## src/rtl/ddr2_line_fetch.sv

```systemverilog
// Per-line DDR2 prefetch: requests one line per line_start, fills a small FIFO
// from the controller read port and pops one pixel per data-enable cycle.
//
// state | meaning
// IDLE  | waiting for line_start (and line budget left in this frame)
// REQ   | one-cycle line request to the controller, counters restart
// FETCH | pulling H_ACTIVE words, throttled by FIFO headroom
module ddr2_line_fetch #(
   parameter int H_ACTIVE   = 800,
   parameter int V_ACTIVE   = 600,
   parameter int FIFO_DEPTH = 16
) (
   input  logic        clk,
   input  logic        rst_n,
   input  logic        frame_start,
   input  logic        line_start,
   input  logic        pix_de,
   output logic [23:0] pix_data,
   output logic        local_rd_req,
   output logic        local_rd_ready,
   input  logic [23:0] local_rd_data,
   input  logic        local_rd_valid,
   output logic        err_underrun,
   output logic        err_overflow,
   output logic        err_late
);

   localparam int CW = $clog2(H_ACTIVE + 1);
   localparam int LW = $clog2(V_ACTIVE + 1);
   localparam int PW = $clog2(FIFO_DEPTH);
   localparam int FW = PW + 1;

   localparam logic [CW-1:0] H_CNT  = CW'(H_ACTIVE);
   localparam logic [CW-1:0] H_LAST = CW'(H_ACTIVE - 1);
   localparam logic [LW-1:0] V_CNT  = LW'(V_ACTIVE);
   localparam logic [FW-1:0] F_FULL = FW'(FIFO_DEPTH);
   localparam logic [FW-1:0] F_HEAD = FW'(FIFO_DEPTH - 3);

   typedef enum logic [1:0] {
      IDLE  = 2'd0,
      REQ   = 2'd1,
      FETCH = 2'd2
   } state_t;

   state_t        state;
   logic [CW-1:0] issue_cnt;
   logic [CW-1:0] rcv_cnt;
   logic [LW-1:0] line_cnt;
   logic [FW-1:0] fifo_level;
   logic [PW-1:0] wr_ptr;
   logic [PW-1:0] rd_ptr;
   logic [23:0]   mem [FIFO_DEPTH];

   logic fifo_empty;
   logic fifo_full;
   logic pop;
   logic push;
   logic drop;

   assign fifo_empty = (fifo_level == '0);
   assign fifo_full  = (fifo_level == F_FULL);

   // frame_start flushes, so nothing moves through the FIFO in that cycle.
   // A full FIFO still accepts a word when the same cycle pops one.
   assign pop  = pix_de && !fifo_empty && !frame_start;
   assign push = local_rd_valid && (!fifo_full || pop) && !frame_start;
   assign drop = local_rd_valid && fifo_full && !pop && !frame_start;

   // Decoded from registered state so it reacts to the level in the same
   // cycle; the 3-entry headroom absorbs the controller's 1-2 cycle latency.
   assign local_rd_ready = (state == FETCH) && (issue_cnt < H_CNT) &&
                           (fifo_level <= F_HEAD);

   always_ff @(posedge clk) begin
      if (push) mem[wr_ptr] <= local_rd_data;
   end

   always_ff @(posedge clk or negedge rst_n) begin
      if (!rst_n) begin
         state        <= IDLE;
         issue_cnt    <= '0;
         rcv_cnt      <= '0;
         line_cnt     <= '0;
         fifo_level   <= '0;
         wr_ptr       <= '0;
         rd_ptr       <= '0;
         pix_data     <= '0;
         local_rd_req <= 1'b0;
         err_underrun <= 1'b0;
         err_overflow <= 1'b0;
         err_late     <= 1'b0;
      end else begin
         local_rd_req <= 1'b0;
         if (frame_start) begin
            wr_ptr       <= '0;
            rd_ptr       <= '0;
            fifo_level   <= '0;
            line_cnt     <= '0;
            err_underrun <= 1'b0;
            err_overflow <= 1'b0;
            err_late     <= 1'b0;
            if (line_start) begin
               state        <= REQ;
               local_rd_req <= 1'b1;
            end else begin
               state <= IDLE;
            end
         end else begin
            if (push) wr_ptr <= wr_ptr + 1'b1;
            if (pop)  rd_ptr <= rd_ptr + 1'b1;
            if (push && !pop)      fifo_level <= fifo_level + 1'b1;
            else if (!push && pop) fifo_level <= fifo_level - 1'b1;

            if (pop) begin
               pix_data <= mem[rd_ptr];
            end else if (pix_de) begin
               pix_data     <= '0;
               err_underrun <= 1'b1;
            end

            if (drop) err_overflow <= 1'b1;
            if (line_start && state != IDLE) err_late <= 1'b1;

            case (state)
               IDLE: begin
                  if (line_start && line_cnt < V_CNT) begin
                     state        <= REQ;
                     local_rd_req <= 1'b1;
                  end
               end
               REQ: begin
                  issue_cnt <= '0;
                  rcv_cnt   <= '0;
                  line_cnt  <= line_cnt + 1'b1;
                  state     <= FETCH;
               end
               FETCH: begin
                  if (local_rd_ready) issue_cnt <= issue_cnt + 1'b1;
                  if (push) begin
                     rcv_cnt <= rcv_cnt + 1'b1;
                     if (rcv_cnt == H_LAST) state <= IDLE;
                  end
               end
               default: state <= IDLE;
            endcase
         end
      end
   end

endmodule
```

## config.mk

```make
export PLATFORM = sky130hd
export DESIGN_NAME = ddr2_line_fetch
export DESIGN_NICKNAME = d
export VERILOG_FILES = /design/src/rtl/ddr2_line_fetch.sv
export SDC_FILE = /design/constraint.sdc
export NUM_CORES = 1
export LEC_CHECK = 0
export BUFFER_PORTS_ARGS = -buffer_cell sky130_fd_sc_hd__buf_2
export CORE_ASPECT_RATIO = 1.5
export CORE_MARGIN = 3
export CORE_UTILIZATION = 65
export DETAILED_ROUTE_END_ITERATION = 7
export PLACE_DENSITY_LB_ADDON = 0.12
export SYNTH_ARGS = -nofsm -noshare
export SYNTH_HDL_FRONTEND = slang
export SYNTH_SLANG_ARGS = --single-unit
export TNS_END_PERCENT = 100
```

## constraint.sdc

```tcl
create_clock -name clk -period 7.9 [get_ports clk]
set_clock_uncertainty 0.15 [all_clocks]
set_input_delay 0.395 -clock clk [delete_from_list [all_inputs] [get_ports clk]]
set_output_delay 0.395 -clock clk [all_outputs]
set_load 0.02 [all_outputs]
```

==> flow_metrics.env <==
export IMPL_synth_seq_cells=457
export IMPL_synth_area_per_cell_sq_um=17.9
export IMPL_endpoint_kind="flop"
export IMPL_crit_type="reg -> reg"
export IMPL_power_density_nw_per_um2=292
export IMPL_multi_input_area_sq_um=4890
export IMPL_place_ws_ns=4.67
export IMPL_fillers=1612
export IMPL_pin_count=59
export IMPL_tightest_slew_ns=1.17
export IMPL_finalWirelength_mm=38.2
export IMPL_start_util_pct=66.9
export IMPL_grt_pass1_wl_mm=58.4
export IMPL_synth_edf_count=384
export IMPL_clock_root_buffer="clkbuf_16"
export IMPL_arrival_ns=3.29
export IMPL_synthToLayoutAreaGrowth_pct=12.0
export IMPL_viasPerCell=6.59
export IMPL_rows=74
export IMPL_worst_hold_startpoint="local_rd_data[18]"
export IMPL_grt_pass1_vias=9955
export IMPL_rr_endpoint="mem[7][5]"
export IMPL_ys_types=63
export IMPL_seq_area_frac_synth_pct=72.4
export IMPL_htreeDepth=2
export IMPL_holdCritPathClass="in -> reg"
export IMPL_final_cells=1476
export IMPL_wl_per_cell_um=25.9
export IMPL_drt_iter0_drc=692
export IMPL_ctsHoldBuffers=2
export IMPL_cp_top_family="simple AND/OR/NAND/NOR gates"
export IMPL_synthCells=1030
export IMPL_synthMostInstantiatedCell="edfxtp_1"
export IMPL_diodes=0
export IMPL_slew_headroom_pct=22.3
export IMPL_period_share_pct=40.7
export IMPL_yosys_area_top_type="edfxtp_1"
export IMPL_fmax_mhz=311
export IMPL_maxCapViolCount=0
export IMPL_reg2reg_slack_ns=4.69
export IMPL_crit_path_max_fanout=24
export IMPL_clk_latency_ns=0.54
export IMPL_worst_slack_ns=4.69
export IMPL_antenna_left=0
export IMPL_drc=0
export IMPL_gp_congestion=0.799
export IMPL_critPathLaunchType="flop"
export IMPL_die_h_um=212
export IMPL_critPathMaxStageDelay_ns=0.78
export IMPL_async_flop_share_pct=16.0
export IMPL_die_x_um=144
export IMPL_slew_viol_final=0
export IMPL_cts_buffers=42
export IMPL_dp_cells=1397
export IMPL_r2r_start="fifo_level[1]"
export IMPL_grt_setup_unrepaired="false"
export IMPL_regArea_sq_um=13400
export IMPL_min_path_cells=1
export IMPL_ctsResizeCount=0
export IMPL_synthesis_nets=1073
export IMPL_ys_warnings_count=0
export IMPL_ys_top_cells_by_area="edfxtp_1 62%, dfrtp_1 9.9%, mux4_2 8.8%"
export IMPL_grt_overflow=0
export IMPL_portBuffers=58
export IMPL_synth_common_cells="384 x edfxtp_1, 73 x dfrtp_1, 73 x mux2i_1"
export IMPL_setup_viol=0
export IMPL_die_area_sq_um=30500
export IMPL_netlist_area_sq_um=18500
export IMPL_critPathRequiredTime_ns=7.98
export IMPL_nNetsFinal=1144
export IMPL_peakVddDrop_mv=0.215
export IMPL_hold_violations=0
export IMPL_cp_cell_sequence="or4_1 > o31ai_1 > or3_1 > nor2_4"
export IMPL_postLayoutCoreUtil_pct=74.9
export IMPL_hold_path_endpoint="mem[14][18]"
export IMPL_tns_ns=0
export IMPL_critical_path_buf_inv_count=0
export IMPL_drive_above_1_share_pct=23.5
export IMPL_outcome="completed"
export IMPL_dp_hpwl_mm=20.6
export IMPL_fin_area_sq_um=20700
export IMPL_cts_num_sinks=457
export IMPL_cts_buffer_depth=3
export IMPL_vias=9725
export IMPL_place_area_sq_um=19200
export IMPL_p_leak_nw=6.97
export IMPL_antenna_found_initial=2
export IMPL_cts_setup_buffers=0
export IMPL_slowest_stage="or4_1"
export IMPL_drt_pass1_iter_count=5
export IMPL_core_area_sq_um=27600
export IMPL_grt_max_degree=94
export IMPL_synth_top_cell_area_share_pct=62.5
export IMPL_min_period_ns=3.21
export IMPL_grt_usage_pct=26.0
export IMPL_ys_flop_type="edfxtp_1"
export IMPL_rr_worst_depth=4
export IMPL_cts_tree="built"
export IMPL_clkTransAtPathRegs_ns=0.06
registers in the layout (all words and copies together), names as in the netlist:
register / flops
issue_cnt: 10
fifo_level: 5
mem: 384
pix_data: 24
local_rd_req: 1
err_overflow: 1
err_underrun: 1
state: 2
rd_ptr: 4
rcv_cnt: 10
line_cnt: 10
err_late: 1
wr_ptr: 4
final cells by class:
class / instances / area share [%]
flip-flops and latches: 457 / 64.7
multi-input cells: 502 / 23.7
clock buffers: 57 / 5.66
repair buffers: 82 / 2.37
well taps: 342 / 2.07
clock inverters: 20 / 1.24
inverters: 16 / 0.291
worst reg2reg max path, stage by stage (launching register included):
cell and delay [ns]:
dfrtp_1 0.47, or4_1 0.78, o31ai_1 0.77, or3_1 0.45, nor2_4 0.27
placed cells by master (no fill, tap or decap), drive strengths merged, types with 5 or more instances in the layout:
cell type / Yosys / routed
bufinv: 0 / 6
nand2: 29 / 29
ha: 12 / 12
o21ba: 21 / 21
nor4: 5 / 5
nand2b: 5 / 5
dfrtp: 73 / 73
and2: 24 / 24
clkinv: 1 / 13
xor2: 10 / 10
or4: 8 / 8
edfxtp: 384 / 384
clkbuf: 30 / 57
o41ai: 5 / 5
o21ai: 17 / 17
buf: 25 / 80
nand4: 7 / 7
mux2i: 73 / 73
o31ai: 10 / 10
a21o: 6 / 6
nor2: 24 / 24
nor3: 8 / 8
a21oi: 42 / 42
o22ai: 21 / 21
inv: 15 / 16
mux4: 72 / 72
and4: 5 / 5
a2111oi: 22 / 22
nand3: 18 / 18
or3: 6 / 6
o211ai: 7 / 7
cell families (layout without fill, tap and decap cells):
logic type / Yosys count / in the layout / share of synthesized area (%)
adder cells (fa/ha/maj): 13 / 13 / 0.922
XOR/XNOR: 13 / 13 / 0.617
flip-flops: 457 / 457 / 72.4
multiplexers: 148 / 148 / 12.9
buffers and inverters: 71 / 175 / 1.64
AO/OA/AOI/OAI: 178 / 178 / 7.07
AND/OR/NAND/NOR: 150 / 150 / 4.43
how the worst max path moves through the flow:
stage	slack, ns	end	start	cells past startpoint
6_report	4.69	mem[7][5]	fifo_level[1]	4
5_1_grt	4.47	mem[5][19]	fifo_level[1]	4
4_1_cts	4.70	mem[5][19]	fifo_level[1]	4
3_5_place_dp	4.67	mem[12][21]	frame_start	5
3_3_place_gp	4.69	mem[12][9]	frame_start	5
2_1_floorplan	4.03	mem[3][0]	fifo_level[0]	4
power by group:
part	internal, mW	leakage (nW)	switching, mW
combinational	0.521	1.83	0.585
clock	1.24	0.700	0.833
sequential	2.72	4.44	0.129
total	4.48	6.97	1.55
metal layers:
metal	routed length, um	global-route usage (%)
met1	15000	35.1
met2	20200	44.2
met3	2050	4.12
met4	1010	7.99
met5	22	0
per-stage QoR:
| stage | hold slack, ns | power (mW) |
|---|---|---|
| after global routing | 0.0660 | 6.27 |
| after global placement | 0.313 | 3.99 |
| after CTS | 0.0482 | 6.07 |
| final | 0.0708 | 6.02 |
| after detailed placement | 0.323 | 4.01 |
| after floorplan | -0.0506 | 3.71 |
Note: power is estimated with default switching activity, not from simulation.
